### config.mk
export PLATFORM = sky130hd
export DESIGN_NAME = decode_ctrl_queue
export DESIGN_NICKNAME = d
export VERILOG_FILES = /design/src/rtl/decode_pkg.sv /design/src/rtl/decode_ctrl_rom.sv /design/src/rtl/decode_ctrl_queue.sv
export SDC_FILE = /design/constraint.sdc
export NUM_CORES = 1
export LEC_CHECK = 0
export ABC_CLOCK_PERIOD_IN_PS = 2100
export CELL_PAD_IN_SITES_DETAIL_PLACEMENT = 2
export CELL_PAD_IN_SITES_GLOBAL_PLACEMENT = 2
export CORE_MARGIN = 1
export CORE_UTILIZATION = 30
export CTS_BUF_LIST = sky130_fd_sc_hd__clkbuf_4 sky130_fd_sc_hd__clkbuf_8
export CTS_CLUSTER_SIZE = 30
export DETAILED_ROUTE_END_ITERATION = 12
export GPL_TIMING_DRIVEN = 0
export PLACE_DENSITY_LB_ADDON = 0.1
export REMOVE_ABC_BUFFERS = 1
export SLEW_MARGIN = 25
export SYNTH_ARGS = -nofsm -noshare
export SYNTH_HDL_FRONTEND = slang
export SYNTH_SLANG_ARGS = --single-unit
### constraint.sdc
create_clock -name clk -period 2.1 [get_ports clk]
set_input_delay 0.21 -clock clk [delete_from_list [all_inputs] [get_ports clk]]
set_output_delay 0.21 -clock clk [all_outputs]
set_load 0.01 [all_outputs]
### src/rtl/decode_pkg.sv
// decode_pkg
//   Shared types and constants for the RV32I decode queue.
//   - ctrl_t      : decoded control bundle (reg_write is the MSB, illegal the LSB)
//   - CTRL_W      : packed width of ctrl_t
//   - OPC_*       : major opcode values
//   - CTRL_*      : control bundle for each legal opcode row
//   - ctrl_illegal: bundle for an instruction that must not execute
package decode_pkg;

  typedef enum logic [1:0] {
    ALUA_RS1  = 2'b00,
    ALUA_PC   = 2'b01,
    ALUA_ZERO = 2'b10
  } alu_a_e;

  typedef enum logic [1:0] {
    RES_ALU = 2'b00,
    RES_MEM = 2'b01,
    RES_PC4 = 2'b10
  } result_src_e;

  typedef enum logic [1:0] {
    JMP_NONE = 2'b00,
    JMP_JAL  = 2'b01,
    JMP_JALR = 2'b10
  } jump_e;

  typedef struct packed {
    logic        reg_write;
    logic [2:0]  imm_src;
    logic        alu_src;
    alu_a_e      alu_a_src;
    logic        mem_write;
    result_src_e result_src;
    logic        branch;
    jump_e       jump;
    logic [1:0]  alu_op;
    logic        system;
    logic        illegal;
  } ctrl_t;

  localparam int CTRL_W = $bits(ctrl_t);

  localparam logic [6:0] OPC_LOAD   = 7'b0000011;
  localparam logic [6:0] OPC_OPIMM  = 7'b0010011;
  localparam logic [6:0] OPC_STORE  = 7'b0100011;
  localparam logic [6:0] OPC_OP     = 7'b0110011;
  localparam logic [6:0] OPC_BRANCH = 7'b1100011;
  localparam logic [6:0] OPC_LUI    = 7'b0110111;
  localparam logic [6:0] OPC_AUIPC  = 7'b0010111;
  localparam logic [6:0] OPC_JAL    = 7'b1101111;
  localparam logic [6:0] OPC_JALR   = 7'b1100111;
  localparam logic [6:0] OPC_FENCE  = 7'b0001111;
  localparam logic [6:0] OPC_SYSTEM = 7'b1110011;

  localparam ctrl_t CTRL_NOP = '{reg_write:1'b0, imm_src:3'b000, alu_src:1'b0,
    alu_a_src:ALUA_RS1, mem_write:1'b0, result_src:RES_ALU, branch:1'b0,
    jump:JMP_NONE, alu_op:2'b00, system:1'b0, illegal:1'b0};

  localparam ctrl_t CTRL_LOAD = '{reg_write:1'b1, imm_src:3'b001, alu_src:1'b1,
    alu_a_src:ALUA_RS1, mem_write:1'b0, result_src:RES_MEM, branch:1'b0,
    jump:JMP_NONE, alu_op:2'b00, system:1'b0, illegal:1'b0};

  localparam ctrl_t CTRL_OPIMM = '{reg_write:1'b1, imm_src:3'b001, alu_src:1'b1,
    alu_a_src:ALUA_RS1, mem_write:1'b0, result_src:RES_ALU, branch:1'b0,
    jump:JMP_NONE, alu_op:2'b10, system:1'b0, illegal:1'b0};

  localparam ctrl_t CTRL_STORE = '{reg_write:1'b0, imm_src:3'b010, alu_src:1'b1,
    alu_a_src:ALUA_RS1, mem_write:1'b1, result_src:RES_ALU, branch:1'b0,
    jump:JMP_NONE, alu_op:2'b00, system:1'b0, illegal:1'b0};

  localparam ctrl_t CTRL_OP = '{reg_write:1'b1, imm_src:3'b000, alu_src:1'b0,
    alu_a_src:ALUA_RS1, mem_write:1'b0, result_src:RES_ALU, branch:1'b0,
    jump:JMP_NONE, alu_op:2'b10, system:1'b0, illegal:1'b0};

  localparam ctrl_t CTRL_BRANCH = '{reg_write:1'b0, imm_src:3'b011, alu_src:1'b0,
    alu_a_src:ALUA_RS1, mem_write:1'b0, result_src:RES_ALU, branch:1'b1,
    jump:JMP_NONE, alu_op:2'b01, system:1'b0, illegal:1'b0};

  localparam ctrl_t CTRL_LUI = '{reg_write:1'b1, imm_src:3'b100, alu_src:1'b1,
    alu_a_src:ALUA_ZERO, mem_write:1'b0, result_src:RES_ALU, branch:1'b0,
    jump:JMP_NONE, alu_op:2'b00, system:1'b0, illegal:1'b0};

  localparam ctrl_t CTRL_AUIPC = '{reg_write:1'b1, imm_src:3'b100, alu_src:1'b1,
    alu_a_src:ALUA_PC, mem_write:1'b0, result_src:RES_ALU, branch:1'b0,
    jump:JMP_NONE, alu_op:2'b00, system:1'b0, illegal:1'b0};

  localparam ctrl_t CTRL_JAL = '{reg_write:1'b1, imm_src:3'b101, alu_src:1'b1,
    alu_a_src:ALUA_PC, mem_write:1'b0, result_src:RES_PC4, branch:1'b0,
    jump:JMP_JAL, alu_op:2'b00, system:1'b0, illegal:1'b0};

  localparam ctrl_t CTRL_JALR = '{reg_write:1'b1, imm_src:3'b001, alu_src:1'b1,
    alu_a_src:ALUA_RS1, mem_write:1'b0, result_src:RES_PC4, branch:1'b0,
    jump:JMP_JALR, alu_op:2'b00, system:1'b0, illegal:1'b0};

  // Illegal entries carry no side-effect bits so execute can trap on them safely.
  function automatic ctrl_t ctrl_illegal();
    ctrl_t c;
    c = CTRL_NOP;
    c.illegal = 1'b1;
    return c;
  endfunction

endpackage

### src/rtl/decode_ctrl_rom.sv
// decode_ctrl_rom
//   Combinational RV32I control decode: opcode table plus funct3 legality checks.
//   Ports:
//     instr  in   32      instruction word
//     ctrl   out  ctrl_t  decoded control bundle
module decode_ctrl_rom
  import decode_pkg::*;
(
  input  logic [31:0] instr,
  output ctrl_t       ctrl
);

  logic [6:0] opcode_s;
  logic [2:0] funct3_s;

  assign opcode_s = instr[6:0];
  assign funct3_s = instr[14:12];

  // Opcode lookup; funct3 encodings with no defined operation decode as illegal.
  always_comb begin
    ctrl = CTRL_NOP;
    case (opcode_s)
      OPC_LOAD: begin
        if ((funct3_s == 3'b011) || (funct3_s == 3'b110) || (funct3_s == 3'b111)) begin
          ctrl = ctrl_illegal();
        end else begin
          ctrl = CTRL_LOAD;
        end
      end
      OPC_STORE: begin
        if (funct3_s > 3'b010) begin
          ctrl = ctrl_illegal();
        end else begin
          ctrl = CTRL_STORE;
        end
      end
      OPC_BRANCH: begin
        if ((funct3_s == 3'b010) || (funct3_s == 3'b011)) begin
          ctrl = ctrl_illegal();
        end else begin
          ctrl = CTRL_BRANCH;
        end
      end
      OPC_JALR: begin
        if (funct3_s != 3'b000) begin
          ctrl = ctrl_illegal();
        end else begin
          ctrl = CTRL_JALR;
        end
      end
      OPC_OPIMM:  ctrl = CTRL_OPIMM;
      OPC_OP:     ctrl = CTRL_OP;
      OPC_LUI:    ctrl = CTRL_LUI;
      OPC_AUIPC:  ctrl = CTRL_AUIPC;
      OPC_JAL:    ctrl = CTRL_JAL;
      OPC_FENCE:  ctrl = CTRL_NOP;
      OPC_SYSTEM: begin
        ctrl = CTRL_NOP;
        ctrl.system = 1'b1;
      end
      default:    ctrl = ctrl_illegal();
    endcase
  end

endmodule

### src/rtl/decode_ctrl_queue.sv
// decode_ctrl_queue
//   Decode stage between fetch and execute: decodes on push and buffers
//   {ctrl, instr, pc} in a DEPTH-entry FIFO with valid/ready on both sides
//   and a synchronous flush for branch redirects.
//   Ports:
//     clk, rst_n                      clock, async active-low reset
//     flush_i                         drop queue contents and same-cycle input
//     in_valid_i/in_ready_o           fetch handshake (ready from registered count)
//     in_instr_i, in_pc_i             instruction and its PC
//     out_valid_o/out_ready_i         execute handshake
//     out_ctrl_o, out_instr_o, out_pc_o  head entry (all zero when not valid)
//   Optional feature macro DECODE_PERF_CNT_EN adds:
//     perf_decoded_o, perf_illegal_o  32-bit wrapping push / illegal-push counters
module decode_ctrl_queue
  import decode_pkg::*;
#(
  parameter int XLEN  = 32,
  parameter int DEPTH = 2
) (
  input  logic              clk,
  input  logic              rst_n,
  input  logic              flush_i,
  input  logic              in_valid_i,
  output logic              in_ready_o,
  input  logic [31:0]       in_instr_i,
  input  logic [XLEN-1:0]   in_pc_i,
  output logic              out_valid_o,
  input  logic              out_ready_i,
  output logic [CTRL_W-1:0] out_ctrl_o,
  output logic [31:0]       out_instr_o,
  output logic [XLEN-1:0]   out_pc_o
`ifdef DECODE_PERF_CNT_EN
  ,
  output logic [31:0]       perf_decoded_o,
  output logic [31:0]       perf_illegal_o
`endif
);

  localparam int PW = (DEPTH > 1) ? $clog2(DEPTH) : 1;
  localparam int CW = $clog2(DEPTH + 1);

  ctrl_t             dec_ctrl_s;
  ctrl_t             ctrl_mem_r  [DEPTH];
  logic [31:0]       instr_mem_r [DEPTH];
  logic [XLEN-1:0]   pc_mem_r    [DEPTH];
  logic [PW-1:0]     wr_ptr_r;
  logic [PW-1:0]     rd_ptr_r;
  logic [CW-1:0]     count_r;
  logic [CW-1:0]     count_nxt_s;
  logic              out_valid_r;
  logic              in_ready_r;
  logic              push_s;
  logic              pop_s;

  // Pointer advance with explicit wrap so non-power-of-2 depths work.
  function automatic logic [PW-1:0] ptr_inc(input logic [PW-1:0] p);
    return (p == PW'(DEPTH - 1)) ? {PW{1'b0}} : (p + PW'(1));
  endfunction

  decode_ctrl_rom u_rom (
    .instr (in_instr_i),
    .ctrl  (dec_ctrl_s)
  );

  assign push_s      = in_valid_i & in_ready_r & ~flush_i;
  assign pop_s       = out_valid_r & out_ready_i & ~flush_i;
  assign in_ready_o  = in_ready_r;
  assign out_valid_o = out_valid_r;

  // Next occupancy; flush wins over any same-cycle push or pop.
  always_comb begin
    count_nxt_s = count_r;
    if (flush_i) begin
      count_nxt_s = {CW{1'b0}};
    end else if (push_s && !pop_s) begin
      count_nxt_s = count_r + CW'(1);
    end else if (pop_s && !push_s) begin
      count_nxt_s = count_r - CW'(1);
    end else begin
      count_nxt_s = count_r;
    end
  end

  // Occupancy, pointers and the registered handshake flags derived from it.
  always_ff @(posedge clk or negedge rst_n) begin
    if (!rst_n) begin
      count_r     <= {CW{1'b0}};
      wr_ptr_r    <= {PW{1'b0}};
      rd_ptr_r    <= {PW{1'b0}};
      out_valid_r <= 1'b0;
      in_ready_r  <= 1'b1;
    end else begin
      count_r     <= count_nxt_s;
      out_valid_r <= (count_nxt_s != {CW{1'b0}});
      in_ready_r  <= (count_nxt_s != CW'(DEPTH));
      if (flush_i) begin
        wr_ptr_r <= {PW{1'b0}};
        rd_ptr_r <= {PW{1'b0}};
      end else begin
        if (push_s) wr_ptr_r <= ptr_inc(wr_ptr_r);
        if (pop_s)  rd_ptr_r <= ptr_inc(rd_ptr_r);
      end
    end
  end

  // Entry storage, written with the freshly decoded bundle on push.
  always_ff @(posedge clk or negedge rst_n) begin
    if (!rst_n) begin
      for (int i = 0; i < DEPTH; i++) begin
        ctrl_mem_r[i]  <= CTRL_NOP;
        instr_mem_r[i] <= 32'h0000_0000;
        pc_mem_r[i]    <= {XLEN{1'b0}};
      end
    end else if (push_s) begin
      ctrl_mem_r[wr_ptr_r]  <= dec_ctrl_s;
      instr_mem_r[wr_ptr_r] <= in_instr_i;
      pc_mem_r[wr_ptr_r]    <= in_pc_i;
    end
  end

  // Head data is forced to zero while nothing valid is presented.
  always_comb begin
    if (out_valid_r) begin
      out_ctrl_o  = ctrl_mem_r[rd_ptr_r];
      out_instr_o = instr_mem_r[rd_ptr_r];
      out_pc_o    = pc_mem_r[rd_ptr_r];
    end else begin
      out_ctrl_o  = {CTRL_W{1'b0}};
      out_instr_o = 32'h0000_0000;
      out_pc_o    = {XLEN{1'b0}};
    end
  end

`ifdef DECODE_PERF_CNT_EN
  logic [31:0] perf_decoded_r;
  logic [31:0] perf_illegal_r;

  // Push statistics; survive flush so redirect-heavy code stays visible.
  always_ff @(posedge clk or negedge rst_n) begin
    if (!rst_n) begin
      perf_decoded_r <= 32'h0000_0000;
      perf_illegal_r <= 32'h0000_0000;
    end else if (push_s) begin
      perf_decoded_r <= perf_decoded_r + 32'h0000_0001;
      if (dec_ctrl_s.illegal) perf_illegal_r <= perf_illegal_r + 32'h0000_0001;
    end
  end

  assign perf_decoded_o = perf_decoded_r;
  assign perf_illegal_o = perf_illegal_r;
`endif

endmodule

==> impl_metrics.py, run 1 <==
metrics = {
    "cts": {
        "cts_inserted_buffers": 17,
        "htreeDepth": 4,
        "clk_latency_ps": 450,
        "cts_root_buffer": "clkbuf_8",
        "cts_tree": "done",
        "cts.sinks": 166,
        "clkSlewWorstSetupHoldPaths_ps": 100,
        "clockBufferDepth": 2,
    },
    "critical_path": {
        "cp-start-kind": "flop",
        "slowest_stage": "dfrtp_4",
        "cp-startpoint": "rd_ptr_r$_DFFE_PN0P_",
        "ff2ff_path_depth": 6,
        "reg2reg_from": "in_ready_o$_DFF_PN1_",
        "crit_required_ps": 1890,
        "r2r_slack_ps": 140,
        "path_cells": "buf_16 -> buf_16 -> mux2i_1 -> nor2b_1 -> buf_2",
        "crit_arrival_ps": 1830,
        "slowest_delay_ps": 540,
        "endpoint_kind": "primary output",
        "path_max_fanout": 18,
        "r2r_end": "ctrl_mem_r[12]$_DFFE_PN0P_",
        "crit_top_cell": "buf_16",
        "worstSetupPathType": "reg -> out",
        "crit_end": "out_pc_o[1]",
    },
    "route": {
        "drt_iter0_drc": 215,
        "avgRoutedWirePerCell_um": 17.9,
        "viasPerCell": 4.69,
        "wl_um": 25000,
        "dr_total_vias": 6536,
        "route.detailed.drc": 0,
        "first_pass_iters": 4,
        "ant_nets": 0,
    },
    "global_routing": {
        "grt_overflow": 0,
        "gr-usage-all-layers_pct": 19.5,
        "antenna_found_initial": 0,
        "grt_pass1_wl_um": 40400,
        "grt_max_degree": 85,
        "grt_pass1_vias": 7434,
    },
    "floorplanning": {
        "die_y_um": 165,
        "dieWidth_um": 165,
        "core_area_um2": 26100,
        "pin_count": 152,
        "num_rows": 59,
        "die-area_um2": 27300,
        "start_util_pct": 30.7,
    },
    "cells_and_area": {
        "layout_common_cells": "410 x nand2_1, 163 x dfrtp_1, 81 x nor2b_1",
        "area_growth_pct": 28.5,
        "instances_no_fill": 1394,
        "final_common_cell": "nand2_1",
        "drive_gt1_share_pct": 12.7,
        "num_antenna_cells": 0,
        "fill_cells": 2894,
        "layout.nets": 1115,
        "postLayoutCellArea_um2": 10300,
    },
    "timing": {
        "rsz0062_at_grt": "yes",
        "slew_violations": 0,
        "final-setup-viol-count": 0,
        "max_slew_margin_pct": 58.3,
        "fmax_mhz": 489,
        "worst_slew_pin_slew_ps": 623,
        "setup_tns_ps": 0,
        "finalCritPeriodShare_pct": 97.3,
        "fin_skew_ps": 17.5,
        "hold_viol": 0,
        "fin_crit_ps": 2040,
        "hold_ws_ps": 303,
    },
    "placed_design": {
        "place_area_um2": 9910,
        "gp_congestion": 0.695,
        "dp.cells": 1347,
        "io_buffers": 151,
        "dp_hpwl_um": 15700,
    },
    "synthesis": {
        "synth.largest_area_cell": "dfrtp_1",
        "syn_inst": 907,
        "ys.flop_type": "dfrtp_1",
        "synth_compound_area_share_pct": 3.96,
        "ys_ff_latch": 166,
        "synth-xor-area-share_pct": 0.548,
        "synth_edf_count": 0,
        "avgSynthCellArea_um2": 8.81,
        "yosys-top-cells-area": "dfrtp_1 52%, nand2_1 19%, mux2i_1 10%, nor2b_1 6.3%, o21ai_0 1.5%",
        "synthSimpleGateAreaFrac_pct": 29.2,
        "synth.top_cell.area_share_pct": 51.7,
        "synth_warnings": 0,
        "syn_area_um2": 7990,
        "synth_top_family_by_area": "simple AND/OR/NAND/NOR gates",
        "synthMuxAreaShare_pct": 10.2,
        "synth_cell_types": 45,
        "ys_async_sr_fraction_pct": 100,
        "synth_adder_area_share_pct": 0,
        "yosysSeqAreaShare_pct": 52.0,
    },
    "power_and_ir_drop": {
        "power.share.switching_pct": 37.4,
        "max-vdd-ir-drop_mv": 0.641,
        "p_leak_nw": 4.95,
        "sequentialPowerShare_pct": 42.3,
        "clkPwrFrac_pct": 18.4,
        "p_comb_share_pct": 39.3,
        "p_switching_mw": 4.67,
        "total_power_mw": 12.5,
        "power.internal_mw": 7.81,
        "power.density_nw_per_um2": 1220,
    },
    "outcome": {
        "status": "completed",
    },
    "job": {
        "max_cap_viol_count": 0,
    },
    "min_path": {
        "hold_path_class": "in -> reg",
        "hold_start": "in_pc_i[21]",
    },
}
metrics by stage:
step                      util [%]  setup WS (ps)
final                         39.4           56.4
after global routing          39.4          -51.6
after CTS                     39.5          -25.7
after detailed placement      38.0           -330
after global placement        36.8          -6740
after floorplan                  -          -1380
power by group through the flow:
stage / registers [mW] / logic (mW) / clock network [mW]
after floorplan: 5.32 / 2.66 / 0
after global placement: 5.72 / 4.44 / 0
after detailed placement: 5.47 / 4.91 / 0
after CTS: 5.30 / 5.03 / 2.41
after global routing: 5.47 / 5.50 / 2.53
final: 5.28 / 4.90 / 2.30
area by class of cell:
cell class | instances | area, µm² | area share (%)
well taps | 335 | 419 | 4.08
multi-input cells | 678 | 3530 | 34.4
repair buffers | 180 | 1760 | 17.2
clock buffers | 20 | 263 | 2.56
flip-flops and latches | 166 | 4160 | 40.6
clock inverters | 12 | 120 | 1.17
inverters | 3 | 11.3 | 0.110
timing repair:
| action | in CTS | in global routing |
|---|---|---|
| endpoints found under the setup margin | 82 | 37 |
| endpoints found under the hold margin | 82 | 0 |
| resized for setup | 201 | 41 |
| hold buffers | 1 | 0 |
| gates cloned | 4 | 0 |
| setup buffers | 6 | 4 |
flip-flops by register name, summed over array words and instances, names as in the netlist:
register     count
count_r          2
ctrl_mem_r      32
in_ready_o       1
instr_mem_r     64
out_valid_o      1
pc_mem_r        64
rd_ptr_r         1
wr_ptr_r         1
worst max-delay path, delay by kind of cell, from the launching register on:
kind | cells | cell delay, ps
multiplexers | 1 | 140
AND/OR/NAND/NOR | 1 | 140
flip-flops | 1 | 540
buffers and inverters | 3 | 550
how the worst min path moves through the flow:
stage,end,slack (ps),cells past startpoint
2_1_floorplan,count_r[0]$_DFF_PN0_,-90,0
6_report,pc_mem_r[53]$_DFFE_PN0P_,300,3
5_1_grt,pc_mem_r[53]$_DFFE_PN0P_,270,3
4_1_cts,instr_mem_r[8]$_DFFE_PN0P_,270,3
3_5_place_dp,pc_mem_r[41]$_DFFE_PN0P_,250,2
3_3_place_gp,instr_mem_r[25]$_DFFE_PN0P_,460,2
synthesized netlist by cell type (2+ instances only):
master / n
nand2_1: 411
dfrtp_1: 165
mux2i_1: 81
nor2b_1: 81
clkbuf_1: 32
o21ai_0: 24
buf_2: 18
nor2_1: 17
o21ai_1: 9
a21oi_1: 8
buf_6: 7
nand3_1: 5
xor2_1: 4
and2_1: 3
inv_1: 3
nand2b_1: 3
a31oi_1: 2
and3_1: 2
and4b_1: 2
buf_4: 2
nand2_2: 2
o211ai_2: 2
or2_2: 2
layer usage:
layer / up-vias / part of all wire [%] / track usage (%)
met1: 3283 / 45 / 24.2
met3: 15 / 3.5 / 3.40
met4: 0 / 1.2 / 4.55
met5: - / 0 / 0
li1: 3143 / - / -
met2: 95 / 50 / 34.7
cell families after synthesis:
logic type,count (synthesis)
compound gates,53
xor+xnor,5
mux,81
buf+inv,63
flops,166
simple gates,539
No activity file was read; power rests on OpenSTA's default activity.
==> run 2: changes to the inputs <==
CTS_CLUSTER_SIZE = unset   (was 30)
==> results of run 2 <==
Final layout, timing and power as in run 1 (identical DEF).
